## config.mk

```make
export PLATFORM = sky130hd
export DESIGN_NAME = alu_arbiter
export DESIGN_NICKNAME = d
export VERILOG_FILES = /design/src/rtl/alu_arbiter.sv
export SDC_FILE = /design/constraint.sdc
export NUM_CORES = 1
export LEC_CHECK = 0
export ABC_AREA = 1
export CAP_MARGIN = 20
export CORE_ASPECT_RATIO = 1.2
export CORE_MARGIN = 8
export CORE_UTILIZATION = 31
export CTS_CLUSTER_SIZE = 8
export DETAILED_ROUTE_END_ITERATION = 8
export PLACE_DENSITY = 0.76
export SYNTH_ARGS = -nofsm -noshare
export SYNTH_HDL_FRONTEND = slang
export SYNTH_SLANG_ARGS = --single-unit
```

## constraint.sdc

```tcl
create_clock -name i_clk -period 1.6 [get_ports i_clk]
set_clock_uncertainty 0.05 [all_clocks]
set_input_delay 0.32 -clock i_clk [delete_from_list [all_inputs] [get_ports i_clk]]
set_output_delay 0.32 -clock i_clk [all_outputs]
set_load 0.02 [all_outputs]
```

## src/rtl/alu_arbiter.sv

```systemverilog
// alu_arbiter: round-robin arbiter sharing one external ALU between two requesters
module alu_arbiter #(
  parameter int EXEC_CYCLES = 1
) (
  input  logic        i_clk,
  input  logic        i_rst_n,
  input  logic [1:0]  i_req,
  input  logic [7:0]  i_a0,
  input  logic [7:0]  i_b0,
  input  logic [7:0]  i_a1,
  input  logic [7:0]  i_b1,
  input  logic [1:0]  i_ctl0,
  input  logic [1:0]  i_ctl1,
  output logic [1:0]  o_ack,
  output logic [7:0]  o_alu_a,
  output logic [7:0]  o_alu_b,
  output logic [1:0]  o_alu_control,
  input  logic [16:0] i_alu_out,
  output logic        o_rsp_valid,
  output logic        o_rsp_id,
  output logic [16:0] o_rsp_data,
  input  logic        i_rsp_ready,
  output logic        o_busy
);
  typedef enum logic [1:0] {IDLE, EXEC, RESP} state_t;
  state_t state_q, state_d;
  logic ptr_q, ptr_d, id_q, id_d, win;
  logic [7:0] a_q, a_d, b_q, b_d;
  logic [1:0] ctl_q, ctl_d, ack_q, ack_d;
  logic [3:0] cnt_q, cnt_d;
  logic [16:0] data_q, data_d;
  always_comb begin
    win = (i_req == 2'b11) ? ptr_q : i_req[1];
    state_d = state_q;
    ptr_d = ptr_q;
    id_d = id_q;
    a_d = a_q;
    b_d = b_q;
    ctl_d = ctl_q;
    ack_d = 2'b00;
    cnt_d = cnt_q;
    data_d = data_q;
    case (state_q)
      IDLE: if (|i_req) begin
        state_d = EXEC;
        ptr_d = ~win;
        id_d = win;
        a_d = win ? i_a1 : i_a0;
        b_d = win ? i_b1 : i_b0;
        ctl_d = win ? i_ctl1 : i_ctl0;
        ack_d = {win, ~win};
        cnt_d = 4'(EXEC_CYCLES - 1);
      end
      EXEC: if (cnt_q == 4'd0) begin
        data_d = i_alu_out;
        state_d = RESP;
      end else begin
        cnt_d = cnt_q - 4'd1;
      end
      RESP: state_d = i_rsp_ready ? IDLE : RESP;
      default: state_d = IDLE;
    endcase
  end
  always_ff @(posedge i_clk) begin
    if (!i_rst_n) begin
      state_q <= IDLE;
      ptr_q <= 1'b0;
      id_q <= 1'b0;
      a_q <= '0;
      b_q <= '0;
      ctl_q <= '0;
      ack_q <= '0;
      cnt_q <= '0;
      data_q <= '0;
    end else begin
      state_q <= state_d;
      ptr_q <= ptr_d;
      id_q <= id_d;
      a_q <= a_d;
      b_q <= b_d;
      ctl_q <= ctl_d;
      ack_q <= ack_d;
      cnt_q <= cnt_d;
      data_q <= data_d;
    end
  end
  assign o_ack = ack_q;
  assign o_alu_a = a_q;
  assign o_alu_b = b_q;
  assign o_alu_control = ctl_q;
  assign o_rsp_valid = (state_q == RESP);
  assign o_rsp_id = id_q;
  assign o_rsp_data = data_q;
  assign o_busy = (state_q != IDLE);
endmodule

```

* After elaboration in Yosys (flattened, before gate mapping) *
Index checks and enable logic that the tools add are counted.

word-level totals
  flip-flop bits (word level) = 45
  bits of input ports = 58
  output and inout port bits = 40
  logic and storage cells = 38

cells by class
  $add $sub $neg = 1
  equal/unequal tests = 6
  muxes and demuxes = 11
  bitwise operators = 1
  reductions and logical operators = 10

operators with widths
  operator               number
  $mux W8                2
  $mux W2                4
  $mux W4                2
  $pmux W4 S2            1
  $ne A2 B2 Y1 const B   3
  $pmux W2 S3            1
  $reduce_and A2 Y1      3
  $reduce_and A3 Y1      2
  $eq A2 B2 Y1 const B   2
  $logic_not A4 Y1       1
  $reduce_bool A2 Y1     2
  $sub A4 B1 Y4 const B  1
  $eq A2 B1 Y1 const B   1
  $logic_not A2 Y1       1
  $reduce_or A2 Y1       1
  $mux W1                1
  $not A1 Y1             1

* Depth between registers and ports, before layout *
  word-level depth = 3
  depth in mapped cells = 9
  mapped depth without buffers = 8

* Worst setup path before layout *
Ideal clock, no wire load.

  path type = reg2reg
  from = register cnt_q[0]
  to = register data_q[0] (netlist: o_rsp_data[0])
  arrival time = 1.096 ns
  data required time = 1.434 ns
  setup slack = 0.338 ns
  stages on the path, launching flop included = 8
  path buffers = 1
  period minus slack after synthesis = 1.262 ns
  cell sequence = dfxtp_1 -> inv_1 -> ha_1 -> nand3_4 -> clkinv_2 -> buf_6 -> nor2_1 -> nor2_1

on the way
  cells in the longest elaborated chain, start to end = 2

ends and longest elaborated chain
  item                                RTL line  text
  start: declaration                  30        logic [3:0] cnt_q, cnt_d;
  start signal: assignment            83        cnt_q <= cnt_d;
  $logic_not A4 Y1                    54        EXEC: if (cnt_q == 4'd0) begin
  $reduce_and A2 Y1 (no source line)  -
  end signal: assignment              84        data_q <= data_d;
  end: declaration                    31        logic [16:0] data_q, data_d;

No other way between the ends.
A chain may end at the register's enable or synchronous reset.

* Worst setup path after layout *
  from = register state_q[1]
  to = output port o_rsp_valid

on the way
  cells in the longest elaborated chain, start to end = 1

ends and longest elaborated chain
  item                      RTL line  text
  start: declaration        26        state_t state_q, state_d;
  start signal: assignment  76        state_q <= state_d;
  $eq A2 B2 Y1              91        assign o_rsp_valid = (state_q == RESP);
  end: declaration          19        output logic o_rsp_valid,

No other way between the ends.

==> results.md <==
- Status: finished, final reports clean
- Adder-cell share of the synthesized area: 1.33%
- Slew HR: 82.1%
- Clock latency on the worst-skew pair: 290 ps
- Hold worst-path end: o_rsp_id
- Site Rows: 31
- Post-synthesis cell type count: 28
- Cells along the critical path: inv_1 > nor2_1 > dlygate4sd2_1
- Final setup viols: 0
- PortBufs: 97
- Drt wl/cell: 13.1 µm
- GPL Wtd Cong: 0.773
- Chip Width: 87.2 µm
- Mux contribution to synthesized area: 0%
- Tcrit/Tclk final: 93.0%
- Mapped Nets: 307
- Hold Fails Final Rpt: 0
- Largest net degree at the start of global routing: 28
- Top FF cell, synth: dfxtp_1
- Final nets: 421
- Ys Warns: 0
- Post-Synth Simple-Gate Area: 36.4%
- Worst-path clk slew: 80 ps
- RSZ-0062 raised after global routing: no
- GRT Resource Usage Total: 13.2%
- Routed WL: 5820 µm
- Pins over their slew limit: 0
- CP max FO: 3
- CTS tree: done
- Worst Path Required: 1230 ps
- Worst Hold Depth: 1
- Slew @ Worst Pin: 267 ps
- Top post-synthesis cells by count: nand2_1 (76), dfxtp_1 (45), nor2_1 (41)
- Post-placement cell count: 435
- Via Count: 1922
- Cell count after synthesis: 247
- Hold path start: o_rsp_id
- Bufs and invs on worst path: 2
- Cell Count, Final, Fillers Out: 444
- Drt pass-1 iters: 4
- Post-layout min period: 1490 ps
- CTS Sinks: 45
- XOR/XNOR Fraction of Synth Area: 0%
- Crit Reg-Reg Startpoint: cnt_q[1]
- P_leak: 1.51 nW
- Hpwl dp: 4540 µm
- Antenna Violating Nets Remaining: 0
- Max Cap Violations: 0
- R2R Path End: cnt_q[2]
- Antenna Cells: 0
- Remaining Overflow, GRT: 0
- Pwr dens: 1240 nW/µm²
- Initial core utilization: 31.6%
- CP delay by family, top: buffers and inverters
- Fin area: 3140 µm²
- Total die area: 8840 µm²
- Max Fclk: 672 MHz
- Number of buffers created by CTS: 5
- Share of the synthesized area in the top cell type: 47.8%
- Largest area contributor in the netlist: dfxtp_1
- Avg Synthesized Cell Area: 7.63 µm²
- Max IR drop VDD: 765 µV
- Crit start category: register
- Setup Crit Path Kind: register to output pin
- Routed vias/inst: 4.33
- Crit path capture type: output pin
- Area fraction in compound gates after synthesis: 8.29%
- Most numerous cell in the Yosys netlist: nand2_1
- Hold Path Class: register to register
- Arr. time, crit path: 1120 ps
- Post-synth EDFFs: 0
- Post-Syn Area: 1890 µm²
- CTS root buf: clkbuf_8
- Path depth of the worst reg2reg path: 8
- Layout cell share with drive strength beyond 1: 12.2%
- First-pass GRT wire length: 9140 µm
- H-tree Lvls: 2
- DRC Markers: 0
- I/O pin cnt: 98
- Vias in the first global route: 1921
- Longest Clk Path Bufs: 2
- DRT iter0 DRCs: 89
- Top cells by area, synth: dfxtp_1 (48%), nand2_1 (15%), nor2_1 (8.2%)
- Async set-reset flop share out of synthesis: 0%
- Seq/Total Area, Yosys: 47.8%
- R2R Setup Slk: 230 ps
- Peak per-stage delay on the critical path: 340 ps
- Area grow syn2layout: 66.8%
- Largest family of logic cells by synthesized area: simple AND/OR/NAND/NOR gates
- Slowest CP cell: dfxtp_1
- Flop and latch count out of synthesis: 45
- Core ar.: 5970 µm²
- Die Ht: 101 µm
- Dpl cell area: 3040 µm²
- Initial antenna violation count: 0
## worst max path at each step
| stage | startpoint | endpoint | slack, ps | depth (start not counted) |
|---|---|---|---|---|
| floorplan | cnt_q[0] | o_rsp_data[0] | 340 | 7 |
| global placement | i_req[1] | o_alu_a[1] | -160 | 6 |
| detailed placement | i_req[1] | o_alu_control[1] | -220 | 6 |
| CTS | state_q[0] | o_busy | 40 | 3 |
| global route | state_q[1] | o_rsp_valid | 30 | 3 |
| finish | state_q[1] | o_rsp_valid | 110 | 3 |
## timing repair
| item | CTS | global route |
|---|---|---|
| gates cloned | 0 | 0 |
| hold buffers | 0 | 0 |
| setup buffers | 0 | 1 |
| resized for setup | 40 | 2 |
| setup endpoints to repair | 40 | 12 |
| pin swaps | 0 | 1 |
## layer usage
metal / track usage [%] / up-vias / part of all wire [%]
met5: 0 / - / 0
met4: 3.18 / 0 / 0.91
met3: 6.33 / 5 / 10
met2: 23.1 / 55 / 51
met1: 13.8 / 852 / 38
li1: - / 1010 / -
## registers in the layout, indices dropped and copies added, names as in the netlist
signal and cells:
state_q 2, ptr_q 1, o_alu_control 2, o_alu_b 8, o_ack 2, cnt_q 4
o_rsp_id 1, o_rsp_data 17, o_alu_a 8
## power by group
group          internal, W  switching (W)  total (W)
Clock             0.000620       0.000385    0.00101
Sequential         0.00134       0.000108    0.00144
Combinational     0.000636       0.000824    0.00146
Total              0.00259        0.00132    0.00391
## logic make-up (layout without fill, tap and decap cells)
logic type / count (synthesis) / after routing
flip-flops: 45 / 45
buffers and inverters: 20 / 135
AO/OA/AOI/OAI: 26 / 26
AND/OR/NAND/NOR: 154 / 154
adder cells (fa/ha/maj): 2 / 2
## stage by stage
step | setup TNS [ps] | util (%) | total power, W | hold slack [ps] | worst slack (ps)
detailed placement | -3270 | 51.0 | 0.00308 | 390 | -225
finish | 0 | 52.6 | 0.00391 | 400 | 111
floorplan | 0 | - | 0.00232 | 376 | 338
global placement | -2650 | 51.0 | 0.00305 | 389 | -162
CTS | 0 | 52.4 | 0.00397 | 404 | 38.8
global route | 0 | 52.6 | 0.00417 | 410 | 28.3
## layout make-up
| cell class | instances | area (µm²) |
|---|---|---|
| multi-input combinational | 182 | 867 |
| clock inverter | 3 | 65.1 |
| timing repair buffer | 116 | 1100 |
| tap | 82 | 103 |
| inverter | 11 | 42.5 |
| clock buffer | 5 | 68.8 |
| sequential | 45 | 901 |
| fill | 623 | 2830 |
## layout by cell type, fill, tap and decap left out, types with 4 or more instances in the layout
cell	n
buf_4	16
clkbuf_8	5
a21oi_1	4
nand3_1	22
o21ai_0	12
clkdlybuf4s50_1	57
inv_1	7
nor2_1	41
nand2_1	76
dlygate4sd2_1	39
o21ai_1	6
dfxtp_1	45
(Power assumes the default switching activity.)
